[src/rtl/key_debounce_pkg.sv]
// Shared types and width helpers for the multi-key debouncer.
package key_debounce_pkg;

    typedef enum logic [1:0] {
        RELEASED    = 2'd0,
        DEB_PRESS   = 2'd1,
        PRESSED     = 2'd2,
        DEB_RELEASE = 2'd3
    } key_st_t;

    function automatic int cnt_width(input int stable_ticks);
        return $clog2(stable_ticks + 1);
    endfunction

    function automatic int hold_width(input int long_ticks);
        return $clog2(long_ticks + 1);
    endfunction

    function automatic int presc_width(input int tick_div);
        return $clog2(tick_div);
    endfunction

endpackage

[src/rtl/key_debounce_chan.sv]
// One key channel: two-flop synchroniser, debounce FSM, stability and hold counters.
module key_debounce_chan
    import key_debounce_pkg::*;
#(
    parameter int STABLE_TICKS = 20,
    parameter int LONG_TICKS   = 1000,
    parameter bit ACTIVE_LOW   = 1'b1
) (
    input  logic clock,
    input  logic reset,
    input  logic key_i,
    input  logic tick_i,
    output logic state_o,
    output logic press_o,
    output logic release_o,
    output logic long_o
);

    localparam int CW = cnt_width(STABLE_TICKS);
    localparam int HW = hold_width(LONG_TICKS);
    localparam logic [CW-1:0] CNT_LAST = CW'(STABLE_TICKS - 1);
    localparam logic [HW-1:0] HOLD_MAX = HW'(LONG_TICKS);

    logic          sync1_q;
    logic          sync2_q;
    key_st_t       state_q;
    logic [CW-1:0] cnt_q;
    logic [HW-1:0] hold_q;
    logic          press_q;
    logic          release_q;
    logic          long_q;
    logic          pressed;

    assign pressed = sync2_q ^ ACTIVE_LOW;

    always_ff @(posedge clock) begin
        if (reset) begin
            sync1_q   <= ACTIVE_LOW;
            sync2_q   <= ACTIVE_LOW;
            state_q   <= RELEASED;
            cnt_q     <= '0;
            hold_q    <= '0;
            press_q   <= 1'b0;
            release_q <= 1'b0;
            long_q    <= 1'b0;
        end else begin
            sync1_q   <= key_i;
            sync2_q   <= sync1_q;
            press_q   <= 1'b0;
            release_q <= 1'b0;
            long_q    <= 1'b0;
            if (tick_i) begin
                case (state_q)
                    RELEASED: begin
                        if (pressed) begin
                            if (STABLE_TICKS == 1) begin
                                state_q <= PRESSED;
                                press_q <= 1'b1;
                                cnt_q   <= '0;
                                hold_q  <= '0;
                            end else begin
                                state_q <= DEB_PRESS;
                                cnt_q   <= CW'(1);
                            end
                        end
                    end
                    DEB_PRESS: begin
                        if (!pressed) begin
                            state_q <= RELEASED;
                            cnt_q   <= '0;
                        end else if (cnt_q == CNT_LAST) begin
                            state_q <= PRESSED;
                            press_q <= 1'b1;
                            cnt_q   <= '0;
                            hold_q  <= '0;
                        end else begin
                            cnt_q <= cnt_q + 1'b1;
                        end
                    end
                    PRESSED: begin
                        if (!pressed) begin
                            if (STABLE_TICKS == 1) begin
                                state_q   <= RELEASED;
                                release_q <= 1'b1;
                                cnt_q     <= '0;
                            end else begin
                                state_q <= DEB_RELEASE;
                                cnt_q   <= CW'(1);
                            end
                        end else if (hold_q < HOLD_MAX) begin
                            // Saturating hold guarantees a single long pulse per press
                            hold_q <= hold_q + 1'b1;
                            if (hold_q == HOLD_MAX - 1'b1) long_q <= 1'b1;
                        end
                    end
                    DEB_RELEASE: begin
                        if (pressed) begin
                            state_q <= PRESSED;
                            cnt_q   <= '0;
                        end else if (cnt_q == CNT_LAST) begin
                            state_q   <= RELEASED;
                            release_q <= 1'b1;
                            cnt_q     <= '0;
                        end else begin
                            cnt_q <= cnt_q + 1'b1;
                        end
                    end
                    default: state_q <= RELEASED;
                endcase
            end
        end
    end

    assign state_o   = (state_q == PRESSED) || (state_q == DEB_RELEASE);
    assign press_o   = press_q;
    assign release_o = release_q;
    assign long_o    = long_q;

endmodule

[src/rtl/key_debounce_n.sv]
// Multi-key debouncer top: shared sample prescaler feeding NUM_KEYS independent channels.
module key_debounce_n
    import key_debounce_pkg::*;
#(
    parameter int NUM_KEYS     = 4,
    parameter int TICK_DIV     = 50000,
    parameter int STABLE_TICKS = 20,
    parameter int LONG_TICKS   = 1000,
    parameter bit ACTIVE_LOW   = 1'b1
) (
    input  logic                clock,
    input  logic                reset,
    input  logic [NUM_KEYS-1:0] key,
    output logic [NUM_KEYS-1:0] key_state,
    output logic [NUM_KEYS-1:0] key_press,
    output logic [NUM_KEYS-1:0] key_release,
    output logic [NUM_KEYS-1:0] key_long,
    output logic                tick
);

    localparam int PW = presc_width(TICK_DIV);
    localparam logic [PW-1:0] PRESC_LAST = PW'(TICK_DIV - 1);

    logic [PW-1:0] presc_q;

    always_ff @(posedge clock) begin
        if (reset) begin
            presc_q <= '0;
        end else if (presc_q == PRESC_LAST) begin
            presc_q <= '0;
        end else begin
            presc_q <= presc_q + 1'b1;
        end
    end

    assign tick = (presc_q == PRESC_LAST);

    for (genvar g = 0; g < NUM_KEYS; g++) begin : g_chan
        key_debounce_chan #(
            .STABLE_TICKS(STABLE_TICKS),
            .LONG_TICKS  (LONG_TICKS),
            .ACTIVE_LOW  (ACTIVE_LOW)
        ) u_chan (
            .clock    (clock),
            .reset    (reset),
            .key_i    (key[g]),
            .tick_i   (tick),
            .state_o  (key_state[g]),
            .press_o  (key_press[g]),
            .release_o(key_release[g]),
            .long_o   (key_long[g])
        );
    end

endmodule

[config.mk]
export PLATFORM = sky130hd
export DESIGN_NAME = key_debounce_n
export DESIGN_NICKNAME = d
export VERILOG_FILES = /design/src/rtl/key_debounce_pkg.sv /design/src/rtl/key_debounce_chan.sv /design/src/rtl/key_debounce_n.sv
export SDC_FILE = /design/constraint.sdc
export NUM_CORES = 1
export LEC_CHECK = 0
export CAP_MARGIN = 20
export CORE_ASPECT_RATIO = 1.2
export CORE_MARGIN = 1.5
export CORE_UTILIZATION = 45
export DETAILED_ROUTE_END_ITERATION = 16
export SYNTH_ARGS = -nofsm -noshare
export SYNTH_HDL_FRONTEND = slang
export SYNTH_SLANG_ARGS = --single-unit
[constraint.sdc]
create_clock -name clock -period 3.26 [get_ports clock]
set_input_delay 0.652 -clock clock [delete_from_list [all_inputs] [get_ports clock]]
set_output_delay 0.652 -clock clock [all_outputs]
set_load 0.01 [all_outputs]
==> results of run 1 <==
==> metal layers <==
metal | vias up | track usage, %
met1 | 2133 | 21.9
met5 | - | 0
met4 | 0 | 8.25
li1 | 2297 | -
met2 | 67 | 32.1
met3 | 11 | 3.45
==> cells in the mapped netlist, drive strengths merged, types with 3 or more instances <==
cell     count  share of area (%)
or3b         3               0.48
and2        15                1.7
ha          25                5.7
nand2       45                3.1
mux2i       12                2.2
nor3        17                1.6
a31oi        5               0.57
nor2        45                3.1
clkbuf      23                1.6
nand4       13                2.0
dfxtp      104                 38
or4          9                1.3
a21oi       45                4.1
nand3       36                3.3
o21ai       43                3.9
a21o         5               0.71
xor2        13                2.1
o211ai      11                1.5
nor4b        3               0.48
inv         21                1.7
and4         5               0.82
a41oi        4               0.64
o21a         5               0.69
and3        11                1.3
o2111ai      3               0.48
nand3b       4               0.55
nand2b       4               0.46
buf         20                2.8
nor2b        3               0.34
or2         15                1.7
nor4         5               0.57
xnor2        8                1.3
o31ai        9                1.2
or4bb        4               0.82
or3         23                2.6
==> registers in the layout, indices dropped and copies added (netlist names), named ones only <==
| name | count |
|---|---|
| g_chan.u_chan.press_o | 4 |
| g_chan.u_chan.long_o | 4 |
| g_chan.u_chan.hold_q | 40 |
| g_chan.u_chan.sync1_q | 4 |
| g_chan.u_chan.release_o | 4 |
| g_chan.u_chan.sync2_q | 4 |
| g_chan.u_chan.state_q | 4 |
| g_chan.u_chan.cnt_q | 20 |
| presc_q | 16 |
==> worst paths after layout <==
kind	from	end
max	presc_q[5]$_SDFF_PP0_	tick
min	g_chan[1].u_chan.sync1_q$_SDFF_PP1_	g_chan[1].u_chan.sync2_q$_SDFF_PP1_
max reg2reg	g_chan[3].u_chan.cnt_q[0]$_SDFFE_PP0P_	g_chan[3].u_chan.hold_q[1]$_SDFFE_PP0P_
min reg2reg	g_chan[1].u_chan.sync1_q$_SDFF_PP1_	g_chan[1].u_chan.sync2_q$_SDFF_PP1_
==> stage by stage <==
| step | setup WS (ns) | cells | util [%] |
|---|---|---|---|
| after global placement | 0.408 | 784 | 48.5 |
| after floorplan | 0.761 | 644 | - |
| final | 0.145 | 799 | 51.4 |
| after detailed placement | 0.387 | 784 | 48.5 |
| after global routing | 0.0695 | 799 | 51.4 |
| after CTS | 0.123 | 799 | 51.4 |
==> logic make-up (layout without fill, tap and decap cells) <==
logic type / Yosys count / count (layout) / share of synthesized area, %
AND/OR/NAND/NOR: 270 / 270 / 27.9
AO/OA/AOI/OAI: 145 / 145 / 16.1
flip-flops: 104 / 104 / 38.1
buffers and inverters: 65 / 63 / 6.12
adder cells (fa/ha/maj): 25 / 25 / 5.73
XOR/XNOR: 21 / 21 / 3.37
multiplexers: 14 / 14 / 2.61
==> cell type report <==
type / instances / area, µm² / share of cell area (%)
Multi-Input combinational cell: 475 / 3050 / 50.8
Clock inverter: 4 / 77.6 / 1.29
Sequential cell: 104 / 2080 / 34.7
Timing Repair Buffer: 26 / 245 / 4.09
Tap cell: 157 / 196 / 3.28
Inverter: 22 / 95.1 / 1.59
Clock buffer: 11 / 253 / 4.21
==> what timing repair did <==
item	in CTS	in global routing
resized for setup	1	0
setup buffers	0	0
setup endpoints to repair	1	0
==> where the power goes <==
part | leakage [nW] | switching [mW] | internal (mW)
combinational | 1.11 | 0.0283 | 0.0159
sequential | 0.840 | 0.00743 | 1.28
clock | 0.162 | 0.471 | 0.713
total | 2.11 | 0.507 | 2.01
==> worst reg2reg max path, stage by stage (launching register included) <==
cell	delay, ns
dfxtp_1	0.39
ha_1	0.20
or4bb_1	0.57
a21boi_0	0.44
nand3_1	0.45
or3_1	0.47
a21oi_1	0.14
==> flow_metrics.py, run 1 <==
metrics = {
    "status": {
        "status": "finished clean",
    },
    "cells_and_area": {
        "final_cell_mix": "104 x dfxtp_1, 45 x nand2_1, 45 x nor2_1, 45 x a21oi_1, 43 x o21ai_0",
        "antennaDiodeCount": 0,
        "fillers": 1116,
        "mostFrequentLayoutCell": "dfxtp_1",
        "drive_gt1_share_pct": 7.79,
        "area_delta_synth_final_pct": 9.83,
        "final_nets": 669,
        "post-route-cell-area_um2": 6000,
    },
    "sta": {
        "fin_skew_ns": 0.0106,
        "fin_crit_ns": 3.11,
        "slew_headroom_pct": 57.4,
        "drv_slew": 0,
        "whs_ns": 0.411,
        "fin_setup_tns_ns": 0,
        "hold_viol": 0,
        "worst_pin_slew_ns": 0.636,
        "post-route-period-util_pct": 95.5,
        "setup_violations": 0,
        "rsz0062_at_grt": "false",
        "max_freq_mhz": 321,
    },
    "worst_setup_path": {
        "critPathTopFamily": "simple AND/OR/NAND/NOR gates",
        "path_buf_inv": 2,
        "cp-end-kind": "primary output",
        "crit_cells": 4,
        "critPathLaunchType": "flop",
        "cpPeakStageDelay_ns": 0.56,
        "rr_worst_depth": 6,
        "cpMaxStageDelayCell": "or4_4",
        "cp_cell_sequence": "or4_1 > or4_4 > inv_12 > clkdlybuf4s50_1",
        "r2r_setup_slack_ns": 0.55,
        "path_max_fanout": 15,
        "critPathArrivalTime_ns": 2.46,
        "crit_type": "flop to primary output",
        "crit_required_ns": 2.61,
    },
    "logic_synthesis": {
        "synth.yosys.warnings": 0,
        "synth.net_count": 675,
        "synth_cell_type_count": 62,
        "synth_flop_cell": "dfxtp_1",
        "yosysSeqAreaShare_pct": 38.1,
        "synthArstFlopShare_pct": 0,
        "ys_seq_elements": 104,
        "synth.cell_area_um2": 5460,
        "synth_cells": 644,
        "avgSynthCellArea_um2": 8.48,
        "synth-edff-count": 0,
    },
    "cts": {
        "htreeDepth": 3,
        "cts_inserted_buffers": 9,
        "cts_root_buf": "clkbuf_16",
        "tritoncts": "yes",
        "cts_sinks": 104,
        "clock_latency_ns": 0.35,
        "clockBufferDepth": 2,
        "holdBufCountCts": 0,
        "clk_pin_slew_ns": 0.07,
    },
    "placement": {
        "placed_cell_area_um2": 5660,
        "place_congestion": 0.794,
        "io_buffers": 22,
        "dpl.hpwl_um": 7640,
    },
    "power_and_ir_drop": {
        "ir_drop_mv": 0.284,
        "powerDensity_nw_per_um2": 419,
        "p_leak_nw": 2.11,
        "finalPower_mw": 2.51,
    },
    "flow_run": {
        "cap_violations": 0,
    },
    "routing": {
        "wl_met3_um": 349,
        "postRouteAntennaNets": 0,
        "dr_total_vias": 4508,
        "drt-pass1-iter-count": 4,
        "totalWireLength_um": 11200,
        "met2_length_um": 5370,
        "first_iter_violations": 191,
        "wirelength_met1_um": 5280,
        "drc_errors": 0,
        "avgRoutedWirePerCell_um": 14.0,
        "top_layer_used": "met4",
        "vias_per_cell": 5.64,
    },
    "die": {
        "die_area_um2": 12800,
        "num_io_pins": 23,
        "dieHeight_um": 124,
        "core_um2": 11700,
        "rows": 43,
        "start_util_pct": 46.8,
        "die_w_um": 104,
    },
    "hold_path": {
        "min_delay_path_depth": 1,
        "min_path_type": "flop to flop",
    },
    "global_routing": {
        "antenna_found_initial": 0,
        "grt.overflow.total": 0,
        "grt_use_total_pct": 18.3,
        "grt_pass1_vias": 4287,
        "grt_max_degree": 37,
        "grt_pass1_wl_um": 19100,
    },
}
No activity file was read; power rests on OpenSTA's default activity.
==> inputs of run 2 (changes only) <==
--- a/config.mk
+++ b/config.mk
@@ -10,6 +10,7 @@
 export CORE_MARGIN = 1.5
 export CORE_UTILIZATION = 45
 export DETAILED_ROUTE_END_ITERATION = 16
+export SLEW_MARGIN = 20
 export SYNTH_ARGS = -nofsm -noshare
 export SYNTH_HDL_FRONTEND = slang
 export SYNTH_SLANG_ARGS = --single-unit
==> results of run 2 <==
Final layout, timing and power as in run 1 (identical DEF).
==> inputs of run 3 (changes only) <==
--- a/config.mk
+++ b/config.mk
@@ -5,11 +5,13 @@
 export SDC_FILE = /design/constraint.sdc
 export NUM_CORES = 1
 export LEC_CHECK = 0
+export ABC_AREA = 1
 export CAP_MARGIN = 20
 export CORE_ASPECT_RATIO = 1.2
 export CORE_MARGIN = 1.5
 export CORE_UTILIZATION = 45
 export DETAILED_ROUTE_END_ITERATION = 16
+export SKIP_CTS_REPAIR_TIMING = 1
 export SLEW_MARGIN = 20
 export SYNTH_ARGS = -nofsm -noshare
 export SYNTH_HDL_FRONTEND = slang
==> run 3 against run 2 <==
  * Maximum frequency rose by 8.7%
  * Synthesized cell count rose by 53%
  * Sequential power barely moved
  * Flip-flop and latch count did not move
==> flow_metrics.py, run 3 <==
metrics = {
    "status": {
        "status": "finished clean",
    },
    "power_and_ir_drop": {
        "powerDensity_nw_per_um2": 334,
        "ir_drop_mv": 0.227,
        "p_leak_nw": 2.62,
    },
    "logic_synthesis": {
        "yosysSeqAreaShare_pct": 31.8,
        "yosys.area_share.simple_pct": 46.2,
        "synth_cells": 987,
        "synth_cell_type_count": 41,
        "synth_most_common_cell": "nand2_1",
        "synthArstFlopShare_pct": 0,
        "synthMuxAreaShare_pct": 0,
        "synth.net_count": 1018,
        "synth_top_cell_by_area": "dfxtp_1",
        "yosys-top-cells-count": "301 x nand2_1, 107 x nor2_1, 104 x dfxtp_1",
        "ys_seq_elements": 104,
        "synth_compound_area_share_pct": 7.73,
        "synth-edff-count": 0,
        "netlist_top_cells_area": "dfxtp_1 32%, nand2_1 17%, nand3_1 6.5%, nor2_1 6.1%, a21oi_1 5.3%",
        "synthAdderAreaFrac_pct": 4.78,
        "synth_xor_xnor_area_share_pct": 0.937,
        "synth_top_family_by_area": "simple AND/OR/NAND/NOR gates",
        "synth_flop_cell": "dfxtp_1",
        "synth.yosys.warnings": 0,
        "synth.cell_area_um2": 6540,
        "avgSynthCellArea_um2": 6.63,
        "synth_top_area_share_pct": 31.8,
    },
    "worst_setup_path": {
        "r2r_setup_slack_ns": 1.20,
        "cp_cell_sequence": "ha_1 > nand3_2 > nor2_1 > nand4_1 > buf_4 > inv_2 > clkdlybuf4s50_1",
        "crit_type": "flop to primary output",
        "rr_worst_depth": 8,
        "cp-end-kind": "primary output",
        "critPathArrivalTime_ns": 2.21,
        "path_buf_inv": 3,
        "r2r-end": "g_chan[1].u_chan.hold_q[8]$_SDFFE_PP0P_",
        "cpPeakStageDelay_ns": 0.58,
        "rr_startpoint": "presc_q[0]$_SDFF_PP0_",
        "crit_cells": 7,
        "crit_end": "tick",
        "path_max_fanout": 6,
        "critPathLaunchType": "flop",
        "crit_required_ns": 2.61,
        "cpMaxStageDelayCell": "clkdlybuf4s50_1",
        "critPathLaunch": "presc_q[0]$_SDFF_PP0_",
        "critPathTopFamily": "buffers and inverters",
    },
    "die": {
        "num_io_pins": 23,
        "start_util_pct": 45.8,
        "core_um2": 14300,
        "die_area_um2": 15300,
        "rows": 48,
        "die_w_um": 113,
        "dieHeight_um": 135,
    },
    "cells_and_area": {
        "mostFrequentLayoutCell": "nand2_1",
        "post-route-cell-area_um2": 7030,
        "fin_util_pct": 49.2,
        "regMostFlops": "g_chan.u_chan.hold_q",
        "area_delta_synth_final_pct": 7.52,
        "final_cell_mix": "301 x nand2_1, 107 x nor2_1, 104 x dfxtp_1, 85 x nand3_1, 80 x inv_1",
        "top_regs": "g_chan.u_chan.hold_q: 40 flops, g_chan.u_chan.cnt_q: 20 flops, presc_q: 16 flops",
        "largest_reg_flops": 40,
        "drive_gt1_share_pct": 8.49,
        "antennaDiodeCount": 0,
        "final_nets": 1015,
    },
    "routing": {
        "dr_total_vias": 5988,
        "totalWireLength_um": 14800,
        "drc_errors": 0,
        "vias_per_cell": 5.14,
        "postRouteAntennaNets": 0,
        "drt-pass1-iter-count": 4,
        "first_iter_violations": 303,
        "avgRoutedWirePerCell_um": 12.7,
    },
    "placement": {
        "place_congestion": 0.810,
        "dpl.hpwl_um": 10500,
        "io_buffers": 22,
        "placed_cell_area_um2": 6770,
    },
    "sta": {
        "fin_skew_ns": 0.00679,
        "slew_headroom_pct": 45.8,
        "fin_crit_ns": 2.86,
        "max_freq_mhz": 349,
        "hold_viol": 0,
        "rsz0062_at_grt": "false",
        "whs_ns": 0.409,
        "drv_slew": 0,
        "setup_violations": 0,
        "fin_setup_tns_ns": 0,
        "post-route-period-util_pct": 87.9,
        "worst_pin_slew_ns": 0.813,
    },
    "global_routing": {
        "grt_pass1_vias": 5443,
        "antenna_found_initial": 0,
        "grt_use_total_pct": 20.4,
        "grt.overflow.total": 0,
        "grt_pass1_wl_um": 25600,
        "grt_max_degree": 70,
    },
    "cts": {
        "cts_sinks": 104,
        "clock_latency_ns": 0.35,
        "clockBufferDepth": 2,
        "cts_root_buf": "clkbuf_16",
        "htreeDepth": 3,
        "clk_pin_slew_ns": 0.07,
        "cts_inserted_buffers": 9,
        "tritoncts": "yes",
    },
    "flow_run": {
        "cap_violations": 0,
    },
    "hold_path": {
        "min_path_type": "flop to flop",
    },
}
## run 3: per-layer routing
layer	GRT usage (%)	part of all wire, %	up-vias
li1	-	-	3217
met1	26.7	48	2679
met2	34.6	48	77
met3	2.33	2.6	15
met4	7.92	1.7	0
met5	0	0	-
## run 3: where the power goes
part           switching [mW]  leakage (nW)  internal, mW
logic                  0.0388          1.65        0.0155
clock network           0.472         0.130         0.537
registers             0.00771         0.840          1.28
## run 3: kinds of logic after synthesis
group                      Yosys count
AOI/OAI and AO/OA                   93
xor gates and xnor gates             7
adders and majority gates           25
buffers and inverters              124
DFF                                104
and+or+nand+nor                    634
## run 3: worst min-delay path by stage
stage,start,to,cells after the start
after floorplan,g_chan[0].u_chan.sync1_q$_SDFF_PP1_,g_chan[0].u_chan.sync2_q$_SDFF_PP1_,1
final,g_chan[1].u_chan.sync1_q$_SDFF_PP1_,g_chan[1].u_chan.sync2_q$_SDFF_PP1_,1
after detailed placement,g_chan[1].u_chan.sync1_q$_SDFF_PP1_,g_chan[1].u_chan.sync2_q$_SDFF_PP1_,1
after global routing,g_chan[1].u_chan.sync1_q$_SDFF_PP1_,g_chan[1].u_chan.sync2_q$_SDFF_PP1_,1
after global placement,g_chan[1].u_chan.sync1_q$_SDFF_PP1_,g_chan[1].u_chan.sync2_q$_SDFF_PP1_,1
after CTS,g_chan[1].u_chan.sync1_q$_SDFF_PP1_,g_chan[1].u_chan.sync2_q$_SDFF_PP1_,1
## run 3: area by class of cell
cell class | instances | area, µm²
well taps | 175 | 219
inverters | 85 | 323
flip-flops and latches | 104 | 2080
fillers | 1489 | 7260
clock inverters | 3 | 17.5
repair buffers | 25 | 238
multi-input cells | 759 | 3910
clock buffers | 13 | 250
## run 3: metrics by stage
step	instances	total power, mW	worst slack [ns]
global route	1164	2.44	0.213
CTS	1164	2.39	0.340
detailed placement	1148	1.37	0.728
finish	1164	2.35	0.396
floorplan	987	1.35	1.46
global placement	1148	1.37	0.774
